### config.mk
export PLATFORM = sky130hd
export DESIGN_NAME = lb_host_bridge_flat
export DESIGN_NICKNAME = d
export VERILOG_FILES = /design/src/rtl/lb_host_bridge_if.sv /design/src/rtl/lb_host_bridge.sv /design/src/flat_wrapper.sv
export SDC_FILE = /design/constraint.sdc
export NUM_CORES = 1
export LEC_CHECK = 0
export ABC_CLOCK_PERIOD_IN_PS = 2450
export BUFFER_PORTS_ARGS = -buffer_cell sky130_fd_sc_hd__buf_2
export CAP_MARGIN = 20
export CORE_MARGIN = 5
export CORE_UTILIZATION = 30
export CTS_BUF_LIST = sky130_fd_sc_hd__clkbuf_8
export DETAILED_ROUTE_END_ITERATION = 10
export GPL_TIMING_DRIVEN = 0
export HOLD_SLACK_MARGIN = 0.03
export SETUP_SLACK_MARGIN = 0.5
export SYNTH_ARGS = -nofsm -noshare
export SYNTH_HDL_FRONTEND = slang
export SYNTH_SLANG_ARGS = --single-unit
### constraint.sdc
create_clock -name clk -period 2.45 [get_ports clk]
set_input_delay 0.6125 -clock clk [delete_from_list [all_inputs] [get_ports clk]]
set_output_delay 0.6125 -clock clk [all_outputs]
set_load 0.01 [all_outputs]
### src/rtl/lb_host_bridge_if.sv
// Byte-stream command/response link plus local-bus initiator signals of lb_host_bridge.
// The master modport is the bridge side; the slave modport is the host/cortex side.
interface lb_host_bridge_if #(
  parameter int unsigned LB_ADDR_W = 16,
  parameter int unsigned LB_DATA_W = 32
);
  logic                 cmd_valid;
  logic [7:0]           cmd_data;
  logic                 cmd_ready;
  logic                 rsp_valid;
  logic [7:0]           rsp_data;
  logic                 rsp_ready;
  logic                 lb_wr_en;
  logic                 lb_rd_en;
  logic [LB_ADDR_W-1:0] lb_addr;
  logic [LB_DATA_W-1:0] lb_wr_data;
  logic                 lb_wr_valid;
  logic                 lb_rd_valid;
  logic [LB_DATA_W-1:0] lb_rd_data;

  modport master (
    input  cmd_valid, cmd_data, rsp_ready, lb_wr_valid, lb_rd_valid, lb_rd_data,
    output cmd_ready, rsp_valid, rsp_data, lb_wr_en, lb_rd_en, lb_addr, lb_wr_data
  );

  modport slave (
    output cmd_valid, cmd_data, rsp_ready, lb_wr_valid, lb_rd_valid, lb_rd_data,
    input  cmd_ready, rsp_valid, rsp_data, lb_wr_en, lb_rd_en, lb_addr, lb_wr_data
  );
endinterface

### src/rtl/lb_host_bridge.sv
// Host-link to local-bus bridge: decodes framed byte commands into single LB
// writes/reads with a completion timeout and returns a framed byte response.
module lb_host_bridge #(
  parameter int unsigned          LB_DATA_W      = 32,
  parameter int unsigned          LB_ADDR_W      = 16,
  parameter int unsigned          TIMEOUT_CYCLES = 1024,
  parameter logic [LB_DATA_W-1:0] TIMEOUT_DATA   = LB_DATA_W'(32'hdeadbabe)
) (
  input  logic              clk,
  input  logic              rst_n,
  lb_host_bridge_if.master  bus,
  output logic              busy
);

  localparam int unsigned ADDR_BYTES = LB_ADDR_W / 8;
  localparam int unsigned DATA_BYTES = LB_DATA_W / 8;
  localparam int unsigned MAX_BYTES  = (ADDR_BYTES > DATA_BYTES) ? ADDR_BYTES : DATA_BYTES;
  localparam int unsigned CNT_W      = $clog2(MAX_BYTES + 1);
  localparam int unsigned TMR_W      = $clog2(TIMEOUT_CYCLES);
  localparam int unsigned RCNT_W     = $clog2(DATA_BYTES + 1);

  localparam logic [7:0] OP_WR   = 8'h01;
  localparam logic [7:0] OP_RD   = 8'h02;
  localparam logic [7:0] RSP_ERR = 8'hEE;

  typedef enum logic [2:0] {IDLE, ADDR, WDATA, ISSUE, WAIT, RSP} state_t;

  state_t               state;
  logic                 op_rd;
  logic [CNT_W-1:0]     byte_cnt;
  logic [LB_ADDR_W-1:0] addr_sr;
  logic [LB_DATA_W-1:0] data_sr;
  logic [TMR_W-1:0]     tmr;
  logic [LB_DATA_W-1:0] rsp_buf;
  logic [RCNT_W-1:0]    rsp_cnt;

  logic                 cmd_fire;
  logic                 lb_done;
  logic                 expired;
  logic [LB_ADDR_W-1:0] addr_next;
  logic [LB_DATA_W-1:0] data_next;

  assign cmd_fire  = bus.cmd_valid & bus.cmd_ready;
  assign lb_done   = op_rd ? bus.lb_rd_valid : bus.lb_wr_valid;
  assign expired   = (state == WAIT) && (tmr == '0);
  assign addr_next = (addr_sr << 8) | LB_ADDR_W'(bus.cmd_data);
  assign data_next = (data_sr << 8) | LB_DATA_W'(bus.cmd_data);

  always_ff @(posedge clk or negedge rst_n) begin
    if (!rst_n) begin
      state          <= IDLE;
      op_rd          <= 1'b0;
      byte_cnt       <= '0;
      addr_sr        <= '0;
      data_sr        <= '0;
      tmr            <= '0;
      rsp_buf        <= '0;
      rsp_cnt        <= '0;
      busy           <= 1'b0;
      bus.cmd_ready  <= 1'b1;
      bus.rsp_valid  <= 1'b0;
      bus.rsp_data   <= '0;
      bus.lb_wr_en   <= 1'b0;
      bus.lb_rd_en   <= 1'b0;
      bus.lb_addr    <= '0;
      bus.lb_wr_data <= '0;
    end else begin
      case (state)
        IDLE: begin
          if (cmd_fire) begin
            busy     <= 1'b1;
            byte_cnt <= '0;
            if (bus.cmd_data == OP_WR) begin
              op_rd <= 1'b0;
              state <= ADDR;
            end else if (bus.cmd_data == OP_RD) begin
              op_rd <= 1'b1;
              state <= ADDR;
            end else begin
              state         <= RSP;
              bus.cmd_ready <= 1'b0;
              bus.rsp_valid <= 1'b1;
              bus.rsp_data  <= RSP_ERR;
              rsp_cnt       <= '0;
            end
          end
        end

        ADDR: begin
          if (cmd_fire) begin
            addr_sr <= addr_next;
            if (byte_cnt == CNT_W'(ADDR_BYTES - 1)) begin
              byte_cnt <= '0;
              if (op_rd) begin
                state         <= ISSUE;
                bus.cmd_ready <= 1'b0;
                bus.lb_rd_en  <= 1'b1;
                bus.lb_addr   <= addr_next;
              end else begin
                state <= WDATA;
              end
            end else begin
              byte_cnt <= byte_cnt + CNT_W'(1);
            end
          end
        end

        WDATA: begin
          if (cmd_fire) begin
            data_sr <= data_next;
            if (byte_cnt == CNT_W'(DATA_BYTES - 1)) begin
              byte_cnt       <= '0;
              state          <= ISSUE;
              bus.cmd_ready  <= 1'b0;
              bus.lb_wr_en   <= 1'b1;
              bus.lb_addr    <= addr_sr;
              bus.lb_wr_data <= data_next;
            end else begin
              byte_cnt <= byte_cnt + CNT_W'(1);
            end
          end
        end

        // Completion is accepted from the strobe cycle onward; valid beats expiry.
        ISSUE, WAIT: begin
          bus.lb_wr_en <= 1'b0;
          bus.lb_rd_en <= 1'b0;
          if (state == ISSUE) begin
            tmr <= TMR_W'(TIMEOUT_CYCLES - 2);
          end else if (tmr != '0) begin
            tmr <= tmr - TMR_W'(1);
          end
          if (lb_done || expired) begin
            state         <= RSP;
            bus.rsp_valid <= 1'b1;
            bus.rsp_data  <= {(lb_done ? 4'hA : 4'hE), (op_rd ? 4'h2 : 4'h1)};
            rsp_buf       <= lb_done ? bus.lb_rd_data : TIMEOUT_DATA;
            rsp_cnt       <= op_rd ? RCNT_W'(DATA_BYTES) : '0;
          end else begin
            state <= WAIT;
          end
        end

        RSP: begin
          if (bus.rsp_ready) begin
            if (rsp_cnt == '0) begin
              state         <= IDLE;
              bus.rsp_valid <= 1'b0;
              bus.cmd_ready <= 1'b1;
              busy          <= 1'b0;
            end else begin
              bus.rsp_data <= rsp_buf[LB_DATA_W-1 -: 8];
              rsp_buf      <= rsp_buf << 8;
              rsp_cnt      <= rsp_cnt - RCNT_W'(1);
            end
          end
        end

        default: state <= IDLE;
      endcase
    end
  end

endmodule

### src/flat_wrapper.sv
// flat-port wrapper written by rule: the top's interface ports become plain ports
module lb_host_bridge_flat 
#(
  parameter int unsigned          LB_DATA_W      = 32,
  parameter int unsigned          LB_ADDR_W      = 16,
  parameter int unsigned          TIMEOUT_CYCLES = 1024,
  parameter logic [LB_DATA_W-1:0] TIMEOUT_DATA   = LB_DATA_W'(32'hdeadbabe)
)
  (clk, rst_n, busy, bus_cmd_valid, bus_cmd_data, bus_rsp_ready, bus_lb_wr_valid, bus_lb_rd_valid, bus_lb_rd_data, bus_cmd_ready, bus_rsp_valid, bus_rsp_data, bus_lb_wr_en, bus_lb_rd_en, bus_lb_addr, bus_lb_wr_data);
  lb_host_bridge_if #(.LB_ADDR_W(LB_ADDR_W), .LB_DATA_W(LB_DATA_W)) bus_i ();
  input  logic clk;
  input  logic rst_n;
  output logic busy;
  input wire logic [$bits(bus_i.cmd_valid)-1:0] bus_cmd_valid;
  input wire logic [$bits(bus_i.cmd_data)-1:0] bus_cmd_data;
  input wire logic [$bits(bus_i.rsp_ready)-1:0] bus_rsp_ready;
  input wire logic [$bits(bus_i.lb_wr_valid)-1:0] bus_lb_wr_valid;
  input wire logic [$bits(bus_i.lb_rd_valid)-1:0] bus_lb_rd_valid;
  input wire logic [$bits(bus_i.lb_rd_data)-1:0] bus_lb_rd_data;
  output wire logic [$bits(bus_i.cmd_ready)-1:0] bus_cmd_ready;
  output wire logic [$bits(bus_i.rsp_valid)-1:0] bus_rsp_valid;
  output wire logic [$bits(bus_i.rsp_data)-1:0] bus_rsp_data;
  output wire logic [$bits(bus_i.lb_wr_en)-1:0] bus_lb_wr_en;
  output wire logic [$bits(bus_i.lb_rd_en)-1:0] bus_lb_rd_en;
  output wire logic [$bits(bus_i.lb_addr)-1:0] bus_lb_addr;
  output wire logic [$bits(bus_i.lb_wr_data)-1:0] bus_lb_wr_data;
  assign bus_i.cmd_valid = bus_cmd_valid;
  assign bus_i.cmd_data = bus_cmd_data;
  assign bus_i.rsp_ready = bus_rsp_ready;
  assign bus_i.lb_wr_valid = bus_lb_wr_valid;
  assign bus_i.lb_rd_valid = bus_lb_rd_valid;
  assign bus_i.lb_rd_data = bus_lb_rd_data;
  assign bus_cmd_ready = bus_i.cmd_ready;
  assign bus_rsp_valid = bus_i.rsp_valid;
  assign bus_rsp_data = bus_i.rsp_data;
  assign bus_lb_wr_en = bus_i.lb_wr_en;
  assign bus_lb_rd_en = bus_i.lb_rd_en;
  assign bus_lb_addr = bus_i.lb_addr;
  assign bus_lb_wr_data = bus_i.lb_wr_data;
  lb_host_bridge #(.LB_DATA_W(LB_DATA_W), .LB_ADDR_W(LB_ADDR_W), .TIMEOUT_CYCLES(TIMEOUT_CYCLES), .TIMEOUT_DATA(TIMEOUT_DATA)) u_core (.clk(clk), .rst_n(rst_n), .bus(bus_i), .busy(busy));
endmodule
==> results.md, run 1 <==
* Netlist cell types at 60
* Crit path max fanout at 5
* Grt ovf at 0
* Fill cells at 2163
* Crit Path Class: flip-flop to flip-flop
* Pin count of the biggest net entering global routing at 104
* Tightest hold margin at 35.35 ps
* Ys flop type: dfrtp_1
* Num CTS Buffers at 17
* Layout overhead on the synthesized area at 32.81%
* Skew final at 18.42 ps
* Post-route insts no fill at 1088
* H-tree depth at 4
* Detailed Route WL at 18.30 mm
* Reg-to-Reg End: u_core.bus.rsp_data[1]
* Period Utilization, post-route at 93.09%
* Cells after Synth at 618
* DR vias at 5153
* First-pass DRT Iterations at 5
* RD Place Congestion at 0.8180
* Clk buf depth at 2
* Placed cell count at 1010
* Initial antenna violation count at 1
* DR WL/cell at 16.82 µm
* Worst Setup Start Kind: flip-flop
* Post-route DRC at 0
* Crit path time final at 2281 ps
* Post-Synth XOR/XNOR Area at 0.7562%
* Post-synth ARST share at 100.0%
* Area fraction in compound gates after synthesis at 10.60%
* Final-stage net count at 843
* Synthesized flop and latch total at 153
* Worst EP required at 2800 ps
* Max cap viols at 0
* Min-Delay Path Class: input port to async pin
* Worst vdd ir at 465.8 µV
* Synthesized area per cell at 11.24 µm²
* Critical Path Source: u_core.tmr[1]
* First-pass GRT wire length at 29.44 mm
* Reg2reg path depth at 8
* Post-synth net total at 672
* Crit. End Element: flip-flop
* Final Power at 9.796 mW
* Buffers on Ports at 106
* R2R Setup Slk at 170 ps
* Slew @ Worst Pin at 568.0 ps
* Vias per cell at 4.736
* CTS tree: yes
* P_leak at 4.566 nW
* Final core occ at 40.64%
* Status: finished, final reports clean
* Hold buffer count at CTS at 0
* Post-synthesis sequential area ratio at 55.11%
* Core Region at 22710 µm²
* DP HPWL at 12.05 mm
* Clock Latency Late Sink at 460 ps
* Initial Utilization at 30.60%
* Critical Path AT at 2630 ps
* Mux cell area share after synthesis at 16.92%
* GR Util All Layers at 14.09%
* Row count at 55
* Main combinational cell family by area after synthesis: multiplexers
* Clock Tree Root: clkbuf_8
* Most frequent cells in the layout: dfrtp_1 (152), buf_2 (107), nand2_1 (93)
* Critical R2R Launch: u_core.tmr[1]
* Antenna-violating nets left at 0
* CTS sink cnt at 153
* Clock transition at path regs at 100 ps
* Full die area at 26310 µm²
* RSZ-0062 raised after global routing: yes
* Synth Cell Area at 6949 µm²
* Highest Clock Rate at 438.4 MHz
* Synthesis warning total at 0
* Starting DRT DRC Count at 294
* Slew HR at 62.13%
* Simple-gate share of the synthesized area at 11.13%
* Number of synthesized flops with an enable pin at 0
* Fin. max-slew vios at 0
* Final setup violation count at 0
* Vias in the first global route at 5355
* Synth Area in Adders at 1.440%
* Final Hold Violating Endpoints at 0
* Die W at 162.2 µm
* Layout cells sized above 1 at 42.02%
* # IOs at 107
* DIE HEIGHT at 162.2 µm
* Worst Setup EP: u_core.bus.rsp_data[1]
* PwrDens at 1061 nW/µm²
* Most common cell after layout, fill and taps aside: dfrtp_1
==> sequential cells by signal (all words and copies together), names as in the netlist, 3 cells and up <==
signal	flops
u_core.data_sr	24
u_core.bus.lb_wr_data	32
u_core.bus.lb_addr	16
u_core.tmr	10
u_core.state	3
u_core.rsp_cnt	3
u_core.byte_cnt	3
u_core.bus.rsp_data	8
u_core.addr_sr	16
u_core.rsp_buf	32
==> final cells by class <==
class                      count  area (µm²)  share of cell area [%]
clock inverter                15       141.4                   1.532
antenna                        1       2.502                 0.02711
multi-input combinational    402        3172                   34.37
buffer                        34       311.5                   3.376
sequential                   153        3830                   41.50
timing repair buffer         152        1071                   11.61
tap                          285       356.6                   3.864
clock buffer                  17       234.0                   2.535
inverter                      29       110.1                   1.193
==> kinds of logic (layout without fill, tap and decap cells) <==
kind of cell | Yosys count | after routing
adders and majority gates | 8 | 8
AOI/OAI and AO/OA | 112 | 112
and+or+nand+nor | 169 | 169
xor gates and xnor gates | 6 | 6
other | 0 | 1
buffers and inverters | 63 | 247
muxes | 107 | 107
DFF | 153 | 153
==> where the power goes <==
part | internal [mW] | switching [mW] | leakage [nW] | total [mW]
Clock | 0.823 | 1.06 | 0.192 | 1.88
Combinational | 2.17 | 2.03 | 2.43 | 4.20
Sequential | 3.24 | 0.476 | 1.94 | 3.71
Total | 6.23 | 3.56 | 4.57 | 9.80
==> worst max-delay path, cell delays in order (launching register included) <==
cell and delay (ps):
dfrtp_1 410, inv_2 90, ha_4 130, or4b_4 480
o31ai_4 260, o221a_4 240, o21a_4 140, buf_12 120
mux2_4 290
==> per-stage QoR <==
stage               setup TNS (ps)  worst slack, ps  area [µm²]
floorplan                        0            177.8        6965
global placement           -250140            -1648        7853
detailed placement           -1733           -258.5        7890
CTS                              0            160.6        8845
global route                     0            89.43        9229
finish                           0            169.2        9229
==> Yosys cell counts, drive strengths merged, types with 2 or more instances <==
master	n	share of area, %
a211o	2	0.25
a211oi	2	0.22
a21o	2	0.22
a21oi	17	1.2
a22o	4	0.50
a31oi	4	0.36
and3	2	0.18
and3b	2	0.25
buf	18	1.6
clkbuf	16	0.86
dfrtp	152	55
ha	8	1.4
inv	28	1.5
mux2	72	12
mux2i	35	5.0
nand2	100	5.4
nand2b	4	0.36
nand3	5	0.36
nand3b	2	0.22
nand4	3	0.27
nor2	21	1.1
nor2b	8	0.72
nor3	5	0.36
nor3b	2	0.22
nor4	4	0.36
o21ai	40	2.9
o22a	2	0.27
o22ai	20	1.9
o2bb2ai	7	0.88
o31ai	3	0.52
or2	3	0.27
or3	2	0.18
or3b	2	0.25
xnor2	3	0.38
xor2	3	0.38
==> layer usage <==
| metal | share of wire, % | track usage [%] |
|---|---|---|
| met2 | 48 | 22.17 |
| met4 | 1.7 | 4.806 |
| met3 | 3.3 | 3.603 |
| met5 | 0 | 0 |
| met1 | 47 | 19.02 |
==> timing repair <==
action,CTS,global route
endpoints found under the setup margin,143,143
setup buffers,32,7
endpoints found under the hold margin,0,0
cloned,3,3
pin swaps,14,12
gates resized for setup,74,73
==> how the worst min path moves through the flow <==
| stage | cells past startpoint | slack [ps] | endpoint | startpoint |
|---|---|---|---|---|
| floorplan | 0 | 320 | u_core.addr_sr[0] | rst_n |
| global route | 1 | 30 | u_core.bus.lb_addr[14] | rst_n |
| CTS | 1 | 30 | u_core.bus.lb_addr[14] | rst_n |
| global placement | 2 | 460 | u_core.addr_sr[11] | u_core.addr_sr[11] |
| finish | 1 | 40 | u_core.bus.lb_addr[14] | rst_n |
| detailed placement | 2 | 460 | u_core.addr_sr[8] | u_core.addr_sr[8] |
No activity file was read; power rests on OpenSTA's default activity.
==> run 2, diff against run 1 <==
--- a/config.mk
+++ b/config.mk
@@ -8,12 +8,14 @@
 export ABC_CLOCK_PERIOD_IN_PS = 2450
 export BUFFER_PORTS_ARGS = -buffer_cell sky130_fd_sc_hd__buf_2
 export CAP_MARGIN = 20
+export CELL_PAD_IN_SITES_DETAIL_PLACEMENT = 2
+export CELL_PAD_IN_SITES_GLOBAL_PLACEMENT = 2
 export CORE_MARGIN = 5
 export CORE_UTILIZATION = 30
-export CTS_BUF_LIST = sky130_fd_sc_hd__clkbuf_8
 export DETAILED_ROUTE_END_ITERATION = 10
 export GPL_TIMING_DRIVEN = 0
 export HOLD_SLACK_MARGIN = 0.03
+export PLACE_DENSITY_LB_ADDON = 0.1
 export SETUP_SLACK_MARGIN = 0.5
 export SYNTH_ARGS = -nofsm -noshare
 export SYNTH_HDL_FRONTEND = slang
==> constraint.sdc (replaced) <==
create_clock -name clk -period 2.45 [get_ports clk]
set_input_delay 0.49 -clock clk [delete_from_list [all_inputs] [get_ports clk]]
set_output_delay 0.49 -clock clk [all_outputs]
set_load 0.01 [all_outputs]
==> run 2 against run 1 <==
Effect of this change: critical path depth unchanged; sequential share of layout area down 0.79 points; cell area up 2.0%; critical endpoint is now u_core.bus.rsp_data[6]; via count up 4.1%.
==> results.md, run 2 (synthesis gave the netlist of run 1 again) <==
* Status: finished, final reports clean
* Reg2reg path depth at 8
* Combinational power share at 39.0%
* Crit Path Class: flip-flop to flip-flop
* Max cap viols at 0
* RSZ-0062 raised after global routing: yes
* Clk buf depth at 2
* Starting DRT DRC Count at 212
* Vias in the first global route at 6019
* Sw frac at 36.60%
* Initial Utilization at 30.60%
* DR vias at 5364
* Most common cell after layout, fill and taps aside: dfrtp_1
* Skew final at 12.70 ps
* Crit path time final at 2349 ps
* Die W at 162.2 µm
* H-tree depth at 4
* Clock share of power at 26.1%
* Int Power at 6.778 mW
* Hold Path Stages at 3
* Final-stage net count at 839
* Worst Setup Start Kind: flip-flop
* Clock Latency Late Sink at 450 ps
* Slew HR at 63.52%
* Final instance area at 9409 µm²
* DR WL/cell at 20.61 µm
* Post-route DRC at 0
* Row count at 55
* Largest regs: u_core.bus.lb_wr_data (32), u_core.rsp_buf (32), u_core.data_sr (24)
* Crit. End Element: flip-flop
* Slew @ Worst Pin at 547.2 ps
* Clock Tree Root: clkbuf_16
* Vias per cell at 4.953
* Period Utilization, post-route at 95.87%
* Initial antenna violation count at 0
* PwrDens at 1136 nW/µm²
* Final Power at 10.69 mW
* Detailed Route WL at 22.33 mm
* First-pass GRT wire length at 33.98 mm
* CTS tree: yes
* RD Place Congestion at 0.7896
* Setup TNS at 0 ps
* DIE HEIGHT at 162.2 µm
* P_leak at 4.643 nW
* Core Region at 22710 µm²
* GR Util All Layers at 16.49%
* Layout overhead on the synthesized area at 35.40%
* Final Hold Violating Endpoints at 0
* Num CTS Buffers at 17
* First-pass DRT Iterations at 4
* CTS sink cnt at 153
* Pin count of the biggest net entering global routing at 105
* Slowest-stage cell, CP: or4b_4
* Clock transition at path regs at 80 ps
* Worst vdd ir at 449.0 µV
* Crit-path cells: inv_2 -> ha_4 -> or4b_4 -> o31ai_4 -> o221a_4 -> o21a_4 -> buf_12 -> mux2_4
* Layout cells sized above 1 at 40.23%
* Fill cells at 2355
* Critical Path AT at 2670 ps
* # IOs at 107
* Worst EP required at 2780 ps
* Final setup violation count at 0
* Grt ovf at 0
* Buffers on Ports at 106
* Antenna-violating nets left at 0
* Fin. max-slew vios at 0
* DP HPWL at 14.44 mm
* Min-Delay Path Class: input port to flip-flop
* Highest Clock Rate at 425.7 MHz
* Crit path max fanout at 5
* Most frequent cells in the layout: dfrtp_1 (152), buf_2 (105), nand2_1 (93)
* NetSw at 3.913 mW
* Sequential Power Share at 34.9%
* Ant. Diodes at 0
* Full die area at 26310 µm²
* Placed cell areas at 7886 µm²
* CP peak stage delay at 480 ps
* Final core occ at 41.43%
-- run 2: cell count changes in the layout (fill, tap and decap cells not counted), moves of 5 or more --
cell       delta
clkbuf_8     -14
o2bb2ai_1     +6
buf_4        -12
inv_6         -5
mux2_4       -12
clkbuf_16    +20
o2bb2ai_2     -5
mux2_2       +12
inv_8         +7
-- run 2: cell type report --
class | instances | area (µm²) | area share (%)
Sequential cell | 153 | 3830 | 40.70
Multi-Input combinational cell | 402 | 3022 | 32.11
Clock inverter | 15 | 196.4 | 2.088
Tap cell | 285 | 356.6 | 3.790
Timing Repair Buffer | 148 | 1065 | 11.32
Inverter | 29 | 116.4 | 1.237
Buffer | 34 | 397.9 | 4.229
Clock buffer | 17 | 425.4 | 4.521
-- run 2: what timing repair did --
action,4_1_cts,5_1_grt
cloned,1,6
hold endpoints to repair,48,0
resized for setup,66,77
hold buffers,1,0
pin swaps,7,8
setup buffers,17,16
setup endpoints to repair,149,130
-- run 2: power groups by stage --
stage          Clock, mW  Combinational (mW)  Sequential (mW)
3_5_place_dp           0                3.19             3.78
2_1_floorplan          0                2.11             3.71
5_1_grt             2.98                4.54             3.83
4_1_cts             2.86                3.61             3.73
3_3_place_gp           0                3.07             3.72
6_report            2.79                4.17             3.74
-- run 2: layer usage --
layer | GRT usage, % | up-vias | part of all wire [%]
met4 | 5.383 | 0 | 1.8
met3 | 3.172 | 32 | 3.2
met2 | 28.79 | 98 | 51
met1 | 20.57 | 2736 | 44
met5 | 0 | - | 0
li1 | - | 2498 | -
-- run 2: path summary, 6_finish.rpt --
path,endpoint,slack (ps),start
max reg2reg,u_core.bus.rsp_data[6],100,u_core.tmr[0]
min reg2reg,u_core.bus.lb_addr[10],480,u_core.bus.lb_addr[10]
max,u_core.bus.rsp_data[6],100,u_core.tmr[0]
min in group asynchronous,u_core.bus.lb_addr[11],540,rst_n
max in group asynchronous,u_core.rsp_buf[26],1040,rst_n
min,u_core.rsp_buf[0],280,bus_lb_rd_data[0]
-- run 2: through the flow --
stage / hold slack, ps / instances / setup WS [ps]
floorplan: 194.4 / 618 / 177.8
global placement: 457.7 / 1009 / -1548
detailed placement: 436.1 / 1010 / -195.4
CTS: 270.2 / 1061 / 52.86
global route: 269.7 / 1083 / 50.22
finish: 277.8 / 1083 / 101.2
-- run 2: critical path: cells and delay by family (launching register included) --
family                   cells  cell delay (ps)
AO/OA/AOI/OAI                3              690
buffers and inverters        2              220
AND/OR/NAND/NOR              1              480
flip-flops                   1              410
adder cells (fa/ha/maj)      1              130
multiplexers                 1              300
==> run 3, diff against run 2 <==
--- a/config.mk
+++ b/config.mk
@@ -6,7 +6,7 @@
 export NUM_CORES = 1
 export LEC_CHECK = 0
 export ABC_CLOCK_PERIOD_IN_PS = 2450
-export BUFFER_PORTS_ARGS = -buffer_cell sky130_fd_sc_hd__buf_2
+export BUFFER_PORTS_ARGS = -buffer_cell sky130_fd_sc_hd__clkbuf_2
 export CAP_MARGIN = 20
 export CELL_PAD_IN_SITES_DETAIL_PLACEMENT = 2
 export CELL_PAD_IN_SITES_GLOBAL_PLACEMENT = 2
==> run 3 against run 2 <==
Effect of this change: combinational power grew 5%; non-clock buffer count grew 6; fmax rose by 1.6%; cell area increased by 0.74%; register-to-register slack gained 40 ps; final cell count up 0.55%; utilization up 0.31 points; setup slack gained 37 ps; worst hold slack got worse by 200 ps; count of clock-buffer cells in the layout unchanged; critical path depth did not move; global-route usage fell by 0.15 points; largest power group unchanged.
==> results.md, run 3 (synthesis gave the netlist of run 1 again) <==
* Vias in the first global route at 6021
* R2R Setup Slk at 140 ps
* Ant. Diodes at 0
* Core Region at 22710 µm²
* Starting DRT DRC Count at 137
* Fin. max-slew vios at 0
* RD Place Congestion at 0.7916
* Row count at 55
* Layout overhead on the synthesized area at 36.41%
* NetSw at 3.922 mW
* Critical Path Source: u_core.tmr[1]
* First-pass DRT Iterations at 4
* Final core occ at 41.74%
* Most common cell after layout, fill and taps aside: dfrtp_1
* Post-route DRC at 0
* Slew HR at 54.75%
* First-pass GRT wire length at 33.75 mm
* Crit path max fanout at 5
* Reg2reg path depth at 8
* Critical Path AT at 2620 ps
* Clock share of power at 24.3%
* CTS tree: yes
* DP HPWL at 14.55 mm
* Full die area at 26310 µm²
* Crit Path Class: flip-flop to flip-flop
* Clock Latency Late Sink at 430 ps
* Fill cells at 2366
* Reg-to-Reg End: u_core.bus.rsp_data[6]
* Pre-CTS setup slack at -215.3 ps
* Clock transition at path regs at 80 ps
* Crit. End Element: flip-flop
* Critical R2R Launch: u_core.tmr[1]
* Skew final at 14.22 ps
* Status: finished, final reports clean
* Worst Setup EP: u_core.bus.rsp_data[6]
* Post-route insts no fill at 1089
* Hold buffer count at CTS at 0
* Num CTS Buffers at 17
* Clk buf depth at 2
* Max cap viols at 0
* Fin worst setup slack at 138.3 ps
* Final-stage net count at 845
* Sequential Power Share at 35.0%
* Layout cells sized above 1 at 41.79%
* Sw frac at 36.54%
* Buffers on Ports at 106
* # IOs at 107
* Final setup violation count at 0
* PwrDens at 1133 nW/µm²
* P_leak at 4.625 nW
* Final Power at 10.74 mW
* Grt ovf at 0
* Final Hold Violating Endpoints at 0
* RSZ-0062 raised after global routing: yes
* Period Utilization, post-route at 94.35%
* Detailed Route WL at 22.45 mm
* Highest Clock Rate at 432.6 MHz
* Worst EP required at 2760 ps
* Most frequent cells in the layout: dfrtp_1 (151), clkbuf_2 (109), nand2_1 (93)
* H-tree depth at 4
* Int Power at 6.813 mW
* Pin count of the biggest net entering global routing at 84
* Min-Delay Path Class: input port to async pin
* Slew @ Worst Pin at 672.6 ps
* Initial Utilization at 30.60%
* Clock Tree Root: clkbuf_16
* DR vias at 5430
* Combinational power share at 40.7%
* Vias per cell at 4.986
* Initial antenna violation count at 0
* Crit path time final at 2312 ps
* Placed cell count at 1010
* Setup TNS at 0 ps
* CTS sink cnt at 153
* Die W at 162.2 µm
* DR WL/cell at 20.61 µm
* Antenna-violating nets left at 0
* Largest regs: u_core.bus.lb_wr_data (32), u_core.rsp_buf (32), u_core.data_sr (24)
* GR Util All Layers at 16.34%
* Worst Setup Start Kind: flip-flop
* DIE HEIGHT at 162.2 µm
* Worst vdd ir at 393.9 µV
[run 3: cell types whose count changed in the layout (fill, tap and decap cells not counted), sizes merged]
cell	before	now
dlygate4sd3	1	0
buf	160	63
clkinv	4	6
inv	38	36
bufinv	1	0
clkbuf	38	142
clkinvlp	1	2
[run 3: cell type report]
class,count,area (µm²),share of cell area [%]
clock buffer,17,425.4,4.488
buffer,34,385.4,4.065
clock inverter,15,151.4,1.597
inverter,29,113.9,1.201
timing repair buffer,154,1130,11.92
tap,285,356.6,3.762
multi-input combinational,402,3085,32.55
sequential,153,3831,40.42
[run 3: how the worst min path moves through the flow]
stage / startpoint / to / slack [ps] / cells past startpoint
CTS: rst_n / u_core.addr_sr[11] / 100 / 1
floorplan: rst_n / u_core.addr_sr[0] / 190 / 0
finish: rst_n / u_core.bus.lb_addr[11] / 80 / 1
detailed placement: u_core.bus.lb_addr[4] / u_core.bus.lb_addr[4] / 470 / 2
global route: rst_n / u_core.bus.lb_addr[11] / 120 / 1
global placement: u_core.addr_sr[12] / u_core.addr_sr[12] / 460 / 2
[run 3: stage by stage]
| step | area, µm² | hold WS [ps] |
|---|---|---|
| CTS | 8830 | 100.1 |
| global placement | 7849 | 457.6 |
| global route | 9479 | 122.7 |
| finish | 9479 | 80.61 |
| detailed placement | 7885 | 474.0 |
| floorplan | 6962 | 194.4 |
[run 3: metal layers]
metal  wire length (µm)  part of all wire, %  vias up  track usage, %
li1                   -                    -     2517               -
met1               9814                   44     2797           20.50
met2              11810                   53       91           29.15
met3                554                  2.5       25           2.766
met4                272                  1.2        0           4.383
met5                  0                    0        -               0
[run 3: repair_timing]
item	in CTS	in global routing
gates resized for setup	62	96
endpoints found under the setup margin	148	128
gates cloned	1	7
pin swaps	6	11
buffers inserted	18	21
[run 3: worst max-delay path: stages (launching register included)]
cell and delay, ps:
dfrtp_1 400, inv_2 90, ha_4 140, or4b_4 480
o31ai_4 280, o221a_4 250, o21a_4 140, buf_12 120
mux2_4 300
[run 3: power groups by stage]
stage / combinational (mW) / sequential (mW) / clock [mW]
floorplan: 2.11 / 3.71 / 0
global placement: 3.06 / 3.73 / 0
detailed placement: 3.18 / 3.79 / 0
CTS: 3.61 / 3.74 / 2.67
global route: 4.76 / 3.86 / 2.78
finish: 4.37 / 3.76 / 2.61
